File: src/rtl/dna_seq_weight_acc.sv
// dna_seq_weight_acc: streaming DNA digit-weight accumulator.
// Accepts N-digit beats over valid/ready and sums digit weights across a
// sequence. It emits one registered result (score, length, sticky overflow)
// per sequence on a valid/ready output port.
module dna_seq_weight_acc #(
  parameter int N      = 4,
  parameter int SUM_W  = 16,
  parameter int LEN_W  = 16,
  localparam int KEEP_W = $clog2(N + 1)
) (
  input  logic                clk,
  input  logic                rst,
  input  logic                in_valid,
  output logic                in_ready,
  input  logic [2*N-1:0]      in_word,
  input  logic [KEEP_W-1:0]   in_keep,
  input  logic                in_last,
  input  logic                in_mode,
  output logic                out_valid,
  input  logic                out_ready,
  output logic [SUM_W-1:0]    out_sum,
  output logic [LEN_W-1:0]    out_len,
  output logic                out_ovf
);

  localparam int BS_W = $clog2(4 * N + 1);
  localparam int SX   = ((SUM_W > BS_W) ? SUM_W : BS_W) + 1;
  localparam int LX   = ((LEN_W > KEEP_W) ? LEN_W : KEEP_W) + 1;

  localparam logic [SX-1:0] SUM_MAX = SX'({SUM_W{1'b1}});
  localparam logic [LX-1:0] LEN_MAX = LX'({LEN_W{1'b1}});

  localparam logic [1:0] IDLE = 2'd0;
  localparam logic [1:0] ACC  = 2'd1;
  localparam logic [1:0] HOLD = 2'd2;

  logic [1:0]        state;
  logic [SUM_W-1:0]  acc_sum;
  logic [LEN_W-1:0]  acc_len;
  logic              acc_ovf;
  logic              mode_q;

  logic              accept;
  logic              mode_eff;
  logic [KEEP_W-1:0] keep_eff;
  logic [BS_W-1:0]   beat_sum;
  logic [SX-1:0]     sum_ext;
  logic [LX-1:0]     len_ext;
  logic              sum_sat;
  logic              len_sat;
  logic [SUM_W-1:0]  new_sum;
  logic [LEN_W-1:0]  new_len;
  logic              new_ovf;

  assign in_ready  = (state != HOLD) & ~rst;
  assign accept    = in_valid & in_ready;
  assign out_valid = (state == HOLD);

  // Mode comes from the port on the opening beat, from the latch afterwards
  always_comb begin
    mode_eff = (state == IDLE) ? in_mode : mode_q;
    keep_eff = (in_keep > KEEP_W'(N)) ? KEEP_W'(N) : in_keep;
  end

  // Weighted sum of the valid digits in the current beat
  always_comb begin
    logic [1:0] d;
    logic [2:0] w;
    d        = '0;
    w        = '0;
    beat_sum = '0;
    for (int unsigned i = 0; i < N; i++) begin
      d = in_word[2*i +: 2];
      if (mode_eff)
        w = {2'b00, (d == 2'b01) || (d == 2'b10)};
      else
        w = (d == 2'b00) ? 3'd4 : {1'b0, d};
      if (i < 32'(keep_eff))
        beat_sum = beat_sum + BS_W'(w);
    end
  end

  // Saturating add of the beat onto the open sequence (or onto zero in IDLE)
  always_comb begin
    sum_ext = SX'((state == ACC) ? acc_sum : '0) + SX'(beat_sum);
    len_ext = LX'((state == ACC) ? acc_len : '0) + LX'(keep_eff);
    sum_sat = (sum_ext > SUM_MAX);
    len_sat = (len_ext > LEN_MAX);
    new_sum = sum_sat ? '1 : sum_ext[SUM_W-1:0];
    new_len = len_sat ? '1 : len_ext[LEN_W-1:0];
    new_ovf = ((state == ACC) & acc_ovf) | sum_sat | len_sat;
  end

  // Sequence FSM, accumulator and registered result
  always_ff @(posedge clk or posedge rst) begin
    if (rst) begin
      state   <= IDLE;
      acc_sum <= '0;
      acc_len <= '0;
      acc_ovf <= 1'b0;
      mode_q  <= 1'b0;
      out_sum <= '0;
      out_len <= '0;
      out_ovf <= 1'b0;
    end else begin
      case (state)
        IDLE, ACC: begin
          if (accept) begin
            if (state == IDLE)
              mode_q <= in_mode;
            if (in_last) begin
              out_sum <= new_sum;
              out_len <= new_len;
              out_ovf <= new_ovf;
              acc_sum <= '0;
              acc_len <= '0;
              acc_ovf <= 1'b0;
              state   <= HOLD;
            end else begin
              acc_sum <= new_sum;
              acc_len <= new_len;
              acc_ovf <= new_ovf;
              state   <= ACC;
            end
          end
        end
        HOLD: begin
          if (out_ready) begin
            acc_sum <= '0;
            acc_len <= '0;
            acc_ovf <= 1'b0;
            state   <= IDLE;
          end
        end
        default: state <= IDLE;
      endcase
    end
  end

endmodule

File: config.mk
export PLATFORM = sky130hd
export DESIGN_NAME = dna_seq_weight_acc
export DESIGN_NICKNAME = d
export VERILOG_FILES = /design/src/rtl/dna_seq_weight_acc.sv
export SDC_FILE = /design/constraint.sdc
export NUM_CORES = 1
export LEC_CHECK = 0
export ABC_AREA = 1
export ABC_CLOCK_PERIOD_IN_PS = 5000
export CORE_MARGIN = 2
export CORE_UTILIZATION = 40
export DETAILED_ROUTE_END_ITERATION = 8
export DONT_BUFFER_PORTS = 1
export SKIP_CTS_REPAIR_TIMING = 1
export SYNTH_ARGS = -nofsm -noshare
export SYNTH_HDL_FRONTEND = slang
export SYNTH_SLANG_ARGS = --single-unit
File: constraint.sdc
create_clock -name clk -period 5 [get_ports clk]
set_input_delay 0.75 -clock clk [delete_from_list [all_inputs] [get_ports clk]]
set_output_delay 0.75 -clock clk [all_outputs]
set_load 0.02 [all_outputs]
==> out/metrics.yaml, run 1 <==
status: "complete, no violations"
dr.pass1.iters: 4
avgRoutedWirePerCell_um: 14.2
switchingPower_mw: 0.675
setup_tns_ns: 0
crit_path_max_fanout: 5
htree_levels: 3
cts_root_buf: "clkbuf_16"
drive_above_1_share: 0.159
fin_nets: 780
stdcell_count: 888
reg2reg_from: "state[0]"
worstMarginPinSlew_ns: 0.860
dp_hpwl_um: 8760
ant_nets: 0
crit_path_end_kind: "register"
num_rows: 40
final_util: 0.480
cts_made_buffers: 9
grt_pass1_wl_um: 20400
layout_setup_ws_ns: 0.276
die_area_um2: 13100
hold_path.class: "primary input to asynchronous set/reset pin"
postPlaceCellArea_um2: 5190
arrival_ns: 4.95
timing.rr.end: "out_sum[11]"
synth-seq-area-share: 0.353
worstRegToRegCells: 27
core_um2: 12000
overflow: 0
p_total_mw: 1.97
grt_max_degree: 46
pwr-share-clk: 0.354
peakVddDrop_v: 0.000175
clkSinkCount: 69
syn_area_per_cell_um2: 6.91
fmax_ghz: 0.212
synth.yosys.warnings: 0
place_ws_ns: -0.366
crit_type: "register to register"
clock_skew_ns: 0.00598
drv_cap: 0
power.density_nw_per_um2: 343
critPathMostFrequentCell: "nand2_1"
synth_area_um2: 4890
r2r_setup_slack_ns: 0.28
slew_headroom: 0.425
min_period_ns: 4.72
fp.dieH_um: 115
setup_viol: 0
dieWidth_um: 115
stdcell_area_um2: 5740
path_clk_slew_ns: 0.06
drt-initial-drc-count: 253
insertion_delay_ns: 0.34
synth_nets: 752
vias: 4503
finalWeightedCongestion: 0.904
combinationalPowerShare: 0.286
place_inst: 868
port_buffers: 0
clockBufferDepth: 2
cellLeakagePower_nw: 2.89
swShare: 0.342
syn2layout_area_growth_pct: 17.3
cts_tree: "built"
grt_usage: 0.196
antenna_cells: 0
finalHoldViolCount: 0
seqPwrFrac: 0.361
ys_types: 37
grt_pass1_vias: 4408
synth_seq_cells: 69
drc: 0
cp_slowest_cell: "fa_2"
hold-worst-slack_ns: 0.399
period_share: 0.945
wirelength_um: 12600
critPathRequiredTime_ns: 5.22
post_drt_via_cell_ratio: 5.07
slew_violations: 0
cp_slowest_stage_delay_ns: 0.46
intPower_mw: 1.30
startpoint_type: "register"
io_pins: 52
antenna_found_initial: 0
initial_core_util: 0.409
syn_inst: 708
power groups by stage:
| stage | combinational, mW | sequential [mW] | clock (mW) |
|---|---|---|---|
| after floorplan | 0.347 | 0.705 | 0 |
| after global placement | 0.473 | 0.716 | 0 |
| after detailed placement | 0.488 | 0.718 | 0 |
| after CTS | 0.491 | 0.708 | 0.709 |
| after global routing | 0.635 | 0.718 | 0.733 |
| final | 0.563 | 0.711 | 0.697 |
kinds of logic after synthesis:
group           Yosys count  share of synthesized area
flops                    69                      0.353
fa+ha+maj                27                     0.0767
compound gates           57                     0.0647
buf+inv                 110                     0.0971
simple gates            431                      0.384
xor+xnor                 14                     0.0251
worst max path at each step:
stage,cells after the start,slack (ns),to,startpoint
global placement,28,-0.24,out_sum[7],in_word[0]
finish,27,0.28,out_sum[11],state[0]
floorplan,28,0.01,acc_sum[2],in_mode
CTS,27,-0.19,out_sum[11],state[1]
global route,27,-0.03,out_sum[11],state[0]
detailed placement,28,-0.37,out_sum[8],in_word[0]
final cells by class:
class / count / area (µm²)
fill: 1192 / 6220
sequential: 69 / 1730
clock buffer: 9 / 225
tap: 147 / 184
inverter: 89 / 337
clock inverter: 7 / 98.8
timing repair buffer: 37 / 278
multi-input combinational: 530 / 2890
per-layer routing:
| layer | routed length, µm | part of all wire | global-route usage |
|---|---|---|---|
| met1 | 5710 | 0.45 | 0.245 |
| met2 | 6260 | 0.50 | 0.333 |
| met3 | 479 | 0.038 | 0.0376 |
| met4 | 139 | 0.011 | 0.0748 |
| met5 | 0 | 0 | 0 |
critical path: cells and delay by family (launching register included):
family / cells / cell delay (ns)
buf+inv: 3 / 0.18
flops: 1 / 0.45
fa+ha+maj: 5 / 1.82
simple gates: 15 / 1.67
compound gates: 4 / 0.50
synthesized netlist by cell type (all sizes together):
| cell type | count | area [µm²] |
|---|---|---|
| a21boi | 1 | 7.51 |
| a21o | 1 | 7.51 |
| a21oi | 9 | 45.0 |
| a31oi | 12 | 75.1 |
| and2 | 1 | 6.26 |
| buf | 17 | 124 |
| clkbuf | 4 | 15.0 |
| dfrtp | 69 | 1730 |
| fa | 5 | 100 |
| ha | 22 | 275 |
| inv | 89 | 337 |
| nand2 | 268 | 1030 |
| nand3 | 52 | 303 |
| nand3b | 1 | 7.51 |
| nand4 | 10 | 68.8 |
| nor2 | 88 | 398 |
| nor3 | 8 | 50.1 |
| o21ai | 31 | 159 |
| o31ai | 3 | 22.5 |
| or2 | 3 | 18.8 |
| xnor2 | 5 | 43.8 |
| xor2 | 9 | 78.8 |
placed cells by master (no fill, tap or decap), types with 5 or more instances in the layout:
cell type	count
nand2_1	255
a21oi_1	7
nand2_2	10
nand3_4	5
nor2_1	74
xor2_1	9
ha_1	18
inv_2	5
o21ai_0	11
a31oi_1	12
nand4_1	9
nand3_1	45
buf_4	37
inv_1	83
clkbuf_16	9
xnor2_1	5
o21ai_1	15
nor2_2	6
nor2_4	8
dfrtp_1	67
nor3_1	5
state kept, by name (all words and copies together) (netlist names):
register,cells
acc_sum,16
acc_ovf,1
out_len,16
state,2
acc_len,16
mode_q,1
out_ovf,1
out_sum,16
(Power assumes the default switching activity.)
==> run 2: changes to the inputs <==
- CAP_MARGIN: default -> 20
- PLACE_DENSITY_LB_ADDON: default -> 0.1
==> out/metrics.yaml, run 2 (synthesis results as in run 1) <==
status: "complete, no violations"
clockBufferDepth: 2  # unchanged
critPathRequiredTime_ns: 5.23  # about the same
worstMarginPinSlew_ns: 0.886  # +0.0254 ns
drc: 0  # unchanged
power.density_nw_per_um2: 323  # -5.9%
grt_usage: 0.200  # +0.00433
min_period_ns: 4.76  # +0.0370 ns
die_area_um2: 13100  # unchanged
syn2layout_area_growth_pct: 17.9
antenna_cells: 0  # unchanged
clock_skew_ns: 0.00426  # -0.00172 ns
dieWidth_um: 115  # unchanged
wirelength_um: 12600  # +0.37%
slew_headroom: 0.408  # -0.0170
crit_path_end_kind: "register"
grt_pass1_vias: 4355  # -1.2%
final_cell_mix: "251 x nand2_1, 82 x inv_1, 74 x nor2_1, 69 x dfrtp_1, 48 x buf_4"
cellLeakagePower_nw: 2.92  # +1.3%
critPathMostFrequentCell: "nand2_1"
stdcell_count: 899  # +1.2%
crit_path_max_fanout: 4  # -1
insertion_delay_ns: 0.34  # about the same
initial_core_util: 0.409  # unchanged
cts_tree: "built"
place_inst: 872  # +0.46%
cp_slowest_cell: "fa_2"
setup_viol: 0  # unchanged
cts_root_buf: "clkbuf_16"
core_um2: 12000  # unchanged
path_clk_slew_ns: 0.06  # about the same
crit_type: "primary input to register"
post_drt_via_cell_ratio: 4.96  # -2.1%
finalHoldViolCount: 0  # unchanged
place_ws_ns: -0.388  # -0.0215 ns
arrival_ns: 4.99  # +0.04 ns
layout_setup_ws_ns: 0.239  # -0.0370 ns
dr.pass1.iters: 4  # unchanged
fmax_ghz: 0.210  # -0.78%
avgRoutedWirePerCell_um: 14.0  # -0.86%
final_common_cell: "nand2_1"
setup_tns_ns: 0  # unchanged
hold_path.class: "primary input to asynchronous set/reset pin"
overflow: 0  # unchanged
ant_nets: 0  # unchanged
antenna_found_initial: 0  # unchanged
drt-initial-drc-count: 201  # -21%
clkSinkCount: 69  # unchanged
startpoint_type: "primary input"
num_rows: 40  # unchanged
cp_slowest_stage_delay_ns: 0.39  # -0.07 ns
port_buffers: 0  # unchanged
final_util: 0.482  # +0.00230
r2r_setup_slack_ns: 0.24  # -0.04 ns
drv_cap: 0  # unchanged
htree_levels: 3  # unchanged
drive_above_1_share: 0.178  # +0.0189
finalWeightedCongestion: 0.906  # +0.23%
dp_hpwl_um: 8820  # +0.66%
cts_made_buffers: 9  # unchanged
grt_max_degree: 46  # unchanged
period_share: 0.952  # +0.00740
peakVddDrop_v: 0.000231  # +32%
io_pins: 52  # unchanged
fin_nets: 791  # +1.4%
grt_pass1_wl_um: 20700  # +1.0%
vias: 4461  # -0.93%
slew_violations: 0  # unchanged
fp.dieH_um: 115  # unchanged
## run 2: cell types whose count changed in the layout (fill, tap and decap cells not counted), sizes merged
cell	previous run	this run
buf	37	49
bufinv	2	0
clkbuf	9	12
clkinv	3	4
clkinvlp	1	0
inv	90	89
nand3	53	52
## run 2: stage by stage
step           hold WS (ns)  power [mW]  cell area (µm²)
2_1_floorplan         0.449        1.05             4900
3_3_place_gp          0.466        1.21             5230
3_5_place_dp          0.470        1.22             5230
4_1_cts               0.440        1.82             5500
5_1_grt               0.474        1.99             5770
6_report              0.421        1.86             5770
## run 2: metal layers
metal | wire length [µm] | share of wire | global-route usage
met1 | 5780 | 0.46 | 0.250
met2 | 6350 | 0.50 | 0.342
met3 | 308 | 0.024 | 0.0498
met4 | 193 | 0.015 | 0.0561
met5 | 0 | 0 | 0
## run 2: report_power, final
group	internal (mW)	switching (mW)
registers	0.618	0.0874
clock network	0.347	0.235
logic	0.252	0.325
## run 2: area by class of cell
class	count	area (µm²)
Fill cell	1218	6190
Multi-Input combinational cell	529	2880
Sequential cell	69	1730
Timing Repair Buffer	49	372
Inverter	89	337
Clock buffer	12	246
Tap cell	147	184
Clock inverter	4	23.8
## run 2: worst max-delay path, delay by kind of cell
family,cells,cell delay (ns)
buffers and inverters,5,0.53
AND/OR/NAND/NOR,11,0.90
XOR/XNOR,3,0.45
adder cells (fa/ha/maj),5,1.61
AO/OA/AOI/OAI,5,0.74
## run 2: path summary, 6_finish.rpt
path                              from           to  cells past startpoint
min in group clk           acc_sum[14]  acc_sum[14]                      2
min                                rst   out_len[0]                      1
max reg2reg                   state[0]  out_sum[14]                     31
max in group asynchronous          rst  out_sum[13]                      2
min reg2reg                acc_sum[14]  acc_sum[14]                      2
max                         in_word[2]  out_sum[14]                     29
